File: src/rtl/seg7_scan.sv
// seg7_scan -- time-multiplexed driver for an eight-digit, common-anode,
// seven-segment display. Shows a 32-bit word as eight hex digits with
// per-digit decimal points. Data is captured once per scan frame so a digit
// never changes partway through a frame. Each digit slot starts with a
// programmable blanking interval to suppress ghosting.
//
// Parameters:
//   DIGIT_CYCLES  clock cycles per digit slot (>= 2)
//   BLANK_CYCLES  blank cycles at the start of each slot (0 .. DIGIT_CYCLES-1)
//
// Ports:
//   CLK     in   1   system clock
//   Reset   in   1   synchronous, active-high reset
//   Data    in  32   word to display; nibble k drives digit k (digit 0 rightmost)
//   DPMask  in   8   bit k lights the decimal point of digit k
//   A2G     out  7   segment cathodes {a,b,c,d,e,f,g}, active-low, registered
//   AN      out  8   digit anodes, AN[k] drives digit k, active-low, registered
//   DP      out  1   decimal-point cathode, active-low, registered
module seg7_scan #(
   parameter int DIGIT_CYCLES = 100000,
   parameter int BLANK_CYCLES = 1000
) (
   input  logic        CLK,
   input  logic        Reset,
   input  logic [31:0] Data,
   input  logic [7:0]  DPMask,
   output logic [6:0]  A2G,
   output logic [7:0]  AN,
   output logic        DP
);

   localparam int CW = (DIGIT_CYCLES > 2) ? $clog2(DIGIT_CYCLES) : 1;

   logic [CW-1:0] cnt;
   logic [2:0]    idx;
   logic [31:0]   shadow_data;
   logic [7:0]    shadow_dp;

   logic          slot_end;
   logic          blank;
   logic [3:0]    nibble;

   assign slot_end = (cnt == CW'(DIGIT_CYCLES - 1));
   assign nibble   = shadow_data[{idx, 2'b00} +: 4];

   // Split out the zero case so the comparison never degenerates into a
   // constant-false unsigned compare.
   generate
      if (BLANK_CYCLES == 0) begin : g_noblank
         assign blank = 1'b0;
      end else begin : g_blank
         assign blank = (cnt < CW'(BLANK_CYCLES));
      end
   endgenerate

   // Active-low hex decode, segment order {a,b,c,d,e,f,g}.
   function automatic logic [6:0] hex7(input logic [3:0] n);
      case (n)
         4'h0: hex7 = 7'h01;
         4'h1: hex7 = 7'h4F;
         4'h2: hex7 = 7'h12;
         4'h3: hex7 = 7'h06;
         4'h4: hex7 = 7'h4C;
         4'h5: hex7 = 7'h24;
         4'h6: hex7 = 7'h20;
         4'h7: hex7 = 7'h0F;
         4'h8: hex7 = 7'h00;
         4'h9: hex7 = 7'h04;
         4'hA: hex7 = 7'h08;
         4'hB: hex7 = 7'h60;
         4'hC: hex7 = 7'h31;
         4'hD: hex7 = 7'h42;
         4'hE: hex7 = 7'h30;
         default: hex7 = 7'h38;
      endcase
   endfunction

   always_ff @(posedge CLK) begin
      if (Reset) begin
         cnt         <= '0;
         idx         <= '0;
         shadow_data <= '0;
         shadow_dp   <= '0;
         AN          <= 8'hFF;
         A2G         <= 7'h7F;
         DP          <= 1'b1;
      end else begin
         if (slot_end) begin
            cnt <= '0;
            idx <= idx + 3'd1;
            // Last cycle of digit 7: capture the next frame's content.
            if (idx == 3'd7) begin
               shadow_data <= Data;
               shadow_dp   <= DPMask;
            end
         end else begin
            cnt <= cnt + CW'(1);
         end

         // Outputs reflect this cycle's cnt/idx/shadow, visible next cycle.
         if (blank) begin
            AN  <= 8'hFF;
            A2G <= 7'h7F;
            DP  <= 1'b1;
         end else begin
            AN  <= ~(8'b1 << idx);
            A2G <= hex7(nibble);
            DP  <= ~shadow_dp[idx];
         end
      end
   end

endmodule

File: config.mk
export PLATFORM = sky130hd
export DESIGN_NAME = seg7_scan
export DESIGN_NICKNAME = d
export VERILOG_FILES = /design/src/rtl/seg7_scan.sv
export SDC_FILE = /design/constraint.sdc
export NUM_CORES = 1
export LEC_CHECK = 0
export ABC_AREA = 1
export CORE_MARGIN = 1.5
export CORE_UTILIZATION = 35
export CTS_CLUSTER_DIAMETER = 30
export CTS_CLUSTER_SIZE = 20
export DETAILED_ROUTE_END_ITERATION = 7
export GPL_ROUTABILITY_DRIVEN = 0
export SYNTH_ARGS = -nofsm -noshare
export SYNTH_HDL_FRONTEND = slang
export SYNTH_SLANG_ARGS = --single-unit
File: constraint.sdc
create_clock -name CLK -period 4.3 [get_ports CLK]
set_clock_uncertainty 0.05 [all_clocks]
set_input_delay 0.645 -clock CLK [delete_from_list [all_inputs] [get_ports CLK]]
set_output_delay 0.645 -clock CLK [all_outputs]
set_load 0.05 [all_outputs]
# Yosys cells after proc, flatten, opt, wreduce, memory -nomap -nowiden
# Memories as Yosys holds them, arrays and structs flattened. A register that Yosys moved wholly into a read port is not among the register bits.
# Cells that the tools add are included.
[word_totals]
regBits = 69
latch_bits = 0
ramBits = 0
romBits = 112
in_bits = 42
out_inout_bits = 16
word_cells = 22
n_memories = 1
[mem_list]
columns = ["name", "depth", "word_bits", "read_ports", "rd_clocked_by_memory_dff", "wr", "line_no", "source"]
rows = [
  ["(no name shown)", 16, 7, 1, 1, 0, "58", "case (n)"],
]
[classes]
n_addsub = 2
mul = 0
n_div = 0
magnitude_cmp = 2
eq_ne = 2
shifts = 2
muxes = 2
bitwise = 2
n_reduce_logical = 3
[ops]
columns = ["cell", "count"]
rows = [
  ["32-bit by 6-bit variable part select with 4-bit output", 1],
  ["17-bit by 1-bit adder with 17-bit output (second input constant)", 1],
  ["17-bit == test (second input constant)", 1],
  ["17-bit by 10-bit less-than comparator with 1-bit output (second input constant)", 1],
  ["8-bit inverter", 1],
  ["1-bit by 3-bit left shift with 8-bit output (first input constant)", 1],
  ["3-bit by 4-bit less-than comparator with 1-bit output (second input constant)", 1],
  ["2-bit OR reduction", 2],
  ["3-bit by 1-bit adder with 3-bit output (second input constant)", 1],
  ["1-bit binary-select mux with 3-bit select", 1],
  ["3-bit == test (second input constant)", 1],
  ["2-bit AND reduction", 1],
  ["1-bit two-way mux", 1],
  ["1-bit inverter", 1],
]

# Depth between registers and ports, before layout
# Gate-level depths: netlist of the first run.
[logic_depth]
depth_word = 3
mapped_depth = 12
ltp_nobuf = 11

# Worst setup path after synthesis of the first run
# OpenSTA, ideal clock, no wires.
[synth_timing]
kind = "register -> register"
start = "register idx[0]"
end = "register A2G[6]"
setup_ns = 0.123
t_arrival_ns = 1.716
slack_ns = 2.411
path_stages_with_launch = 13
path_buffers = 1
synth_period_minus_slack_ns = 1.889
path_cell_list = "dfxtp_1 inv_1 buf_2 nand2_1 nand3_1 nand2_1 o21ai_1 inv_1 ha_1 nand3_1 nand2_1 nand2_1 nand3_1"
[synth_between]
elab_chain_len = 1
[synth_rtl]
columns = ["element", "line_no", "source"]
rows = [
  ["start: declaration", "35", "logic [2:0] idx;"],
  ["start signal: assignment", "90", "idx <= idx + 3'd1;"],
  ["32-bit by 6-bit variable part select with 4-bit output", "44", "assign nibble = shadow_data[{idx, 2'b00} +: 4];"],
  ["end: declaration", "27", "output logic [6:0] A2G,"],
]
# No other way between the ends.
# A chain may end at the register's enable or synchronous reset.

# Worst setup path in the final report of the first run
[layout_timing]
start = "register idx[1]"
end = "register shadow_data[1]"
[layout_between]
elab_chain_len = 2
[layout_rtl]
columns = ["element", "line_no", "source"]
rows = [
  ["3-bit == test", "92", "if (idx == 3'd7) begin"],
  ["2-bit AND reduction (no source line)", "-", ""],
  ["end signal: assignment", "93", "shadow_data <= Data;"],
  ["end: declaration", "36", "logic [31:0] shadow_data;"],
]
# No other way between the ends.

==> impl_metrics.yaml, run 1 <==
timing:
  tns_ns: 0
  worst_slew_pin_slew_ns: 0.729
  grt_setup_unrepaired: "false"
  hold-worst-slack_ns: 0.396
  drv_slew: 0
  finalSetupViolCount: 0
  finalHoldViolations: 0
  fin_crit_ns: 2.60
  max-slew-margin-rel_pct: 51.4
  fin_ws_ns: 1.70
  fin_crit_sh_pct: 60.4
  fmax_ghz: 0.385
logic_synthesis:
  yosysMostFrequentCell: "nand2_1"
  synth_ff_type: "dfxtp_1"
  ys_seq_area_share_pct: 40.9
  syn-instance-count: 558
  ys_ff_latch: 76
  avgSynthCellArea_um2: 6.67
  synth_fp_nets: 613
  synthArstFlopShare_pct: 0
  synth_cell_type_count: 27
  synth_edf_count: 0
  netlist.area_leader.share_pct: 40.9
  synth_mux_area_share_pct: 0
  synthXorXnorAreaFrac_pct: 0.706
  yosys.area_share.simple_pct: 38.5
  synth_compound_area_share_pct: 5.38
  synthAdderAreaFrac_pct: 4.37
  synth_top_family_by_area: "simple AND/OR/NAND/NOR gates"
  synth_area_um2: 3720
  synth_area_leaders: "dfxtp_1 41%, nand2_1 18%, nor2_1 10%"
  yosysWarnings: 0
  yosys.area.top_type: "dfxtp_1"
  synth.top_cells.by_count: "174 x nand2_1, 103 x nor2_1, 76 x dfxtp_1"
final_layout:
  fin_area_um2: 4520
  finalNonFillerCells: 751
  syn_to_final_growth_pct: 21.4
  drive_gt1_share_pct: 4.72
  num-nets-final: 665
  final_util_pct: 43.8
  diodes: 0
global_routing:
  use_met2_pct: 25.0
  grt_max_degree: 51
  grt_pass1_vias: 3141
  antenna_found_initial: 0
  grtUsageMet1_pct: 20.7
  overflow: 0
  grt_use_total_pct: 15.7
  grt.busiest_layer: "met2"
  use_met3_pct: 3.62
  grt_pass1_wl_um: 14200
cts:
  cts_resized: 0
  cts_hold_buf: 0
  cts_made_buffers: 9
  clk_pin_slew_worst_paths_ns: 0.07
  cts_setup_buffers: 0
  cts_buffer_depth: 2
  clock-sinks: 76
  worstSkewPairLatency_ns: 0.34
  htree_num_levels: 3
  cts_tree: "yes"
  cts-root-buf: "clkbuf_8"
die:
  ioPinCount: 58
  design.core.area_um2: 10300
  die_y_um: 106
  die_x_um: 106
  rows: 37
  start_util_pct: 36.1
  dieArea_um2: 11300
placed_design:
  placedCellCount: 735
  dp_slack_ns: 1.72
  place_area_um2: 4360
  portBuffers: 57
  dp_hpwl_um: 6110
pwr:
  ir_drop_mv: 0.161
  total_power_mw: 1.23
  p_leak_nw: 2.09
  powerDensity_nw_per_um2: 271
setup_path:
  r2r_slack_ns: 1.70
  crit_required_ns: 4.52
  ff2ff_path_depth: 7
  startpoint_type: "register"
  cp_slowest_cell: "dfxtp_1"
  worst-path-max-fanout: 50
  cp.arrival_ns: 2.82
  critical-path-max-stage-delay_ns: 0.74
  critPathKind: "register to register"
  r2r-end: "shadow_data[1]"
  endpoint_kind: "register"
  reg2reg_from: "idx[1]"
  worstPathCellList: "ha_1, ha_1, nand4_4, buf_4, nand2_1, nand2_1, nor2_1"
routing:
  vias: 3393
  drc: 0
  drtIter0Drc: 173
  avgViaCountPerCell: 4.52
  ant_nets: 0
  routed_wl_um: 8430
  wl_per_cell_um: 11.2
  drt_pass1_iterations: 4
run_status:
  outcome: "completed"
min_path:
  whs_path_depth: 1
  hp-start: "cnt[0]"
  worst_hold_path_type: "register to register"
  holdPathEnd: "cnt[0]"
job:
  drv_cap: 0
placed cells by master, fill, tap and decap left out, drive strengths merged:
cell type / synthesis / layout
nor3b: 2 / 2
xor2: 3 / 3
ha: 13 / 13
o211ai: 5 / 5
nor3: 13 / 13
a22oi: 1 / 1
or2: 2 / 2
nand4: 7 / 7
clkinv: 0 / 2
o21ai: 10 / 10
nand3: 38 / 38
inv: 67 / 67
dfxtp: 76 / 76
clkbuf: 4 / 14
nor2: 104 / 104
a21oi: 21 / 21
buf: 15 / 3
clkdlybuf4s50: 0 / 57
nand2: 177 / 177
critical path: cells and delay by family, from the launching register on:
kind | cells | cell delay (ns)
adder cells (fa/ha/maj) | 2 | 0.52
buffers and inverters | 1 | 0.43
flip-flops | 1 | 0.74
AND/OR/NAND/NOR | 4 | 0.78
cells by family after synthesis:
kind of cell / after synthesis
adder cells (fa/ha/maj): 13
buffers and inverters: 86
XOR/XNOR: 3
AO/OA/AOI/OAI: 37
flip-flops: 76
AND/OR/NAND/NOR: 343
per-layer routing:
| metal | vias up | routed length [µm] |
|---|---|---|
| met4 | 0 | 80 |
| met2 | 79 | 3850 |
| met1 | 1490 | 4160 |
| li1 | 1818 | - |
| met3 | 6 | 332 |
| met5 | - | 0 |
state kept, by name, indices dropped and copies added, names as in the netlist:
register,count
cnt,17
A2G,7
shadow_dp,8
DP,1
shadow_data,32
AN,8
idx,3
worst max path at each step:
stage,startpoint,endpoint,slack (ns),cells past startpoint
after floorplan,idx[0],A2G[6],2.41,12
after global placement,idx[0],A2G[1],1.81,12
after detailed placement,idx[1],shadow_data[27],1.72,7
after CTS,idx[1],shadow_data[1],1.71,7
after global routing,idx[1],shadow_data[1],1.45,7
final,idx[1],shadow_data[1],1.70,7
power breakdown:
part	total (mW)	internal (mW)	switching (mW)
Combinational	0.0515	0.0346	0.0169
Clock	0.468	0.225	0.244
Sequential	0.707	0.706	0.00140
final cells by class:
type	instances	area, µm²
Sequential cell	76	1520
Tap cell	136	170
Fill cell	1077	5800
Inverter	67	251
Timing Repair Buffer	60	593
Clock inverter	2	10.0
Clock buffer	14	153
Multi-Input combinational cell	396	1820
Note: power is estimated with default switching activity, not from simulation.
==> run 2: changes to the inputs <==
==> constraint.sdc (replaced) <==
create_clock -name CLK -period 2.65 [get_ports CLK]
set_clock_uncertainty 0.05 [all_clocks]
set_input_delay 0.3975 -clock CLK [delete_from_list [all_inputs] [get_ports CLK]]
set_output_delay 0.3975 -clock CLK [all_outputs]
set_load 0.05 [all_outputs]
==> run 2 against run 1 <==
Net effect: sequential power rose by 63%; total power rose by 61%; non-clock buffer count rose by 1; final area barely moved; fmax rose by 15%; clock power rose by 60%; largest power group unchanged; die area did not move.
==> impl_metrics.yaml, run 2 (synthesis gave the netlist of run 1 again) <==
routing:
  wl_per_cell_um: 11.0
  routed_wl_um: 8260
  ant_nets: 0
  drt_pass1_iterations: 4
  drtIter0Drc: 173
  avgViaCountPerCell: 4.51
  vias: 3379
  drc: 0
timing:
  drv_slew: 0
  tns_ns: 0
  max-slew-margin-rel_pct: 50.0
  finalHoldViolations: 0
  finalSetupViolCount: 0
  hold-worst-slack_ns: 0.402
  grt_setup_unrepaired: "false"
  worst_slew_pin_slew_ns: 0.750
  fin_ws_ns: 0.398
  fin_crit_ns: 2.25
  fmax_ghz: 0.444
  fin_crit_sh_pct: 85.0
cts:
  cts_resized: 0
  clock-sinks: 76
  cts_setup_buffers: 0
  htree_num_levels: 3
  cts_hold_buf: 0
  worstSkewPairLatency_ns: 0.35
  clk_pin_slew_worst_paths_ns: 0.07
  cts_made_buffers: 9
  cts_buffer_depth: 2
  cts_tree: "yes"
  cts-root-buf: "clkbuf_8"
global_routing:
  grt_max_degree: 81
  overflow: 0
  grt_use_total_pct: 15.4
  grt_pass1_vias: 3126
  grt_pass1_wl_um: 14100
  antenna_found_initial: 0
final_layout:
  diodes: 0
  num-nets-final: 666
  syn_to_final_growth_pct: 21.5
  final_cell_mix: "174 x nand2_1, 103 x nor2_1, 76 x dfxtp_1"
  largest_reg_flops: 32
  final_common_cell: "nand2_1"
  largest-register: "shadow_data"
  reg_top3: "shadow_data x32, cnt x17"
  drive_gt1_share_pct: 5.05
  final_util_pct: 43.8
min_path:
  hp-start: "cnt[0]"
  holdPathEnd: "cnt[0]"
  worst_hold_path_type: "register to register"
  whs_path_depth: 1
die:
  start_util_pct: 36.1
  ioPinCount: 58
  design.core.area_um2: 10300
  rows: 37
  die_y_um: 106
  die_x_um: 106
  dieArea_um2: 11300
setup_path:
  worstPathCellList: "inv_1, nand2_1, nand3_1, nand2_1, o21ai_1, inv_1, ha_1, nand3_1, nor2_1, nor2_1, nand2_1"
  reg2reg_from: "idx[0]"
  path_buf_inv: 2
  r2r-end: "A2G[1]"
  critPathKind: "register to register"
  startpoint_type: "register"
  crit_family: "simple AND/OR/NAND/NOR gates"
  critical-path-max-stage-delay_ns: 0.38
  endpoint_kind: "register"
  worst-path-max-fanout: 16
  cp_slowest_cell: "o21ai_1"
  cp.arrival_ns: 2.44
  crit_required_ns: 2.84
  cp_common_cell: "nand2_1"
  ff2ff_path_depth: 11
  r2r_slack_ns: 0.40
pwr:
  powerDensity_nw_per_um2: 438
  total_power_mw: 1.98
  ir_drop_mv: 0.221
  p_leak_nw: 2.10
job:
  drv_cap: 0
run_status:
  outcome: "completed"
placed_design:
  dp_slack_ns: 0.419
  dp_hpwl_um: 5940
  portBuffers: 57
[run 2: worst max path at each step]
| stage | startpoint | endpoint | slack, ns | cells after the start |
|---|---|---|---|---|
| 3_5_place_dp | idx[0] | A2G[1] | 0.42 | 11 |
| 2_1_floorplan | idx[0] | A2G[6] | 0.76 | 12 |
| 5_1_grt | idx[0] | A2G[1] | 0.05 | 11 |
| 3_3_place_gp | idx[1] | A2G[6] | 0.45 | 10 |
| 4_1_cts | idx[1] | A2G[1] | 0.40 | 10 |
| 6_report | idx[0] | A2G[1] | 0.40 | 11 |
[run 2: report_power, final]
part           switching (mW)  total, mW  internal [mW]
Clock                   0.398      0.748          0.351
Combinational          0.0283     0.0854         0.0571
Sequential            0.00244       1.15           1.15
[run 2: area by class of cell]
class / instances / area (µm²)
clock buffers: 11 / 141
well taps: 136 / 170
flip-flops and latches: 76 / 1520
repair buffers: 61 / 601
inverters: 67 / 251
multi-input cells: 396 / 1820
clock inverters: 3 / 15.0
fillers: 1086 / 5800
[run 2: per-stage QoR]
step,area [µm²],std cells
6_report,4520,750
5_1_grt,4520,750
4_1_cts,4520,750
3_5_place_dp,4370,736
3_3_place_gp,4370,736
2_1_floorplan,3720,558
[run 2: routing by layer]
metal,vias up,share of wire (%),global-route usage (%)
met4,0,2.3,6.27
met1,1481,50,20.7
met5,-,0,0
met2,64,44,23.6
met3,15,4.2,3.92
li1,1819,-,-
[run 2: worst reg2reg max path: stages, from the launching register on]
cell and delay, ns:
dfxtp_1 0.31, inv_1 0.36, nand2_1 0.12, nand3_1 0.09
nand2_1 0.08, o21ai_1 0.38, inv_1 0.15, ha_1 0.27
nand3_1 0.13, nor2_1 0.06, nor2_1 0.09, nand2_1 0.06
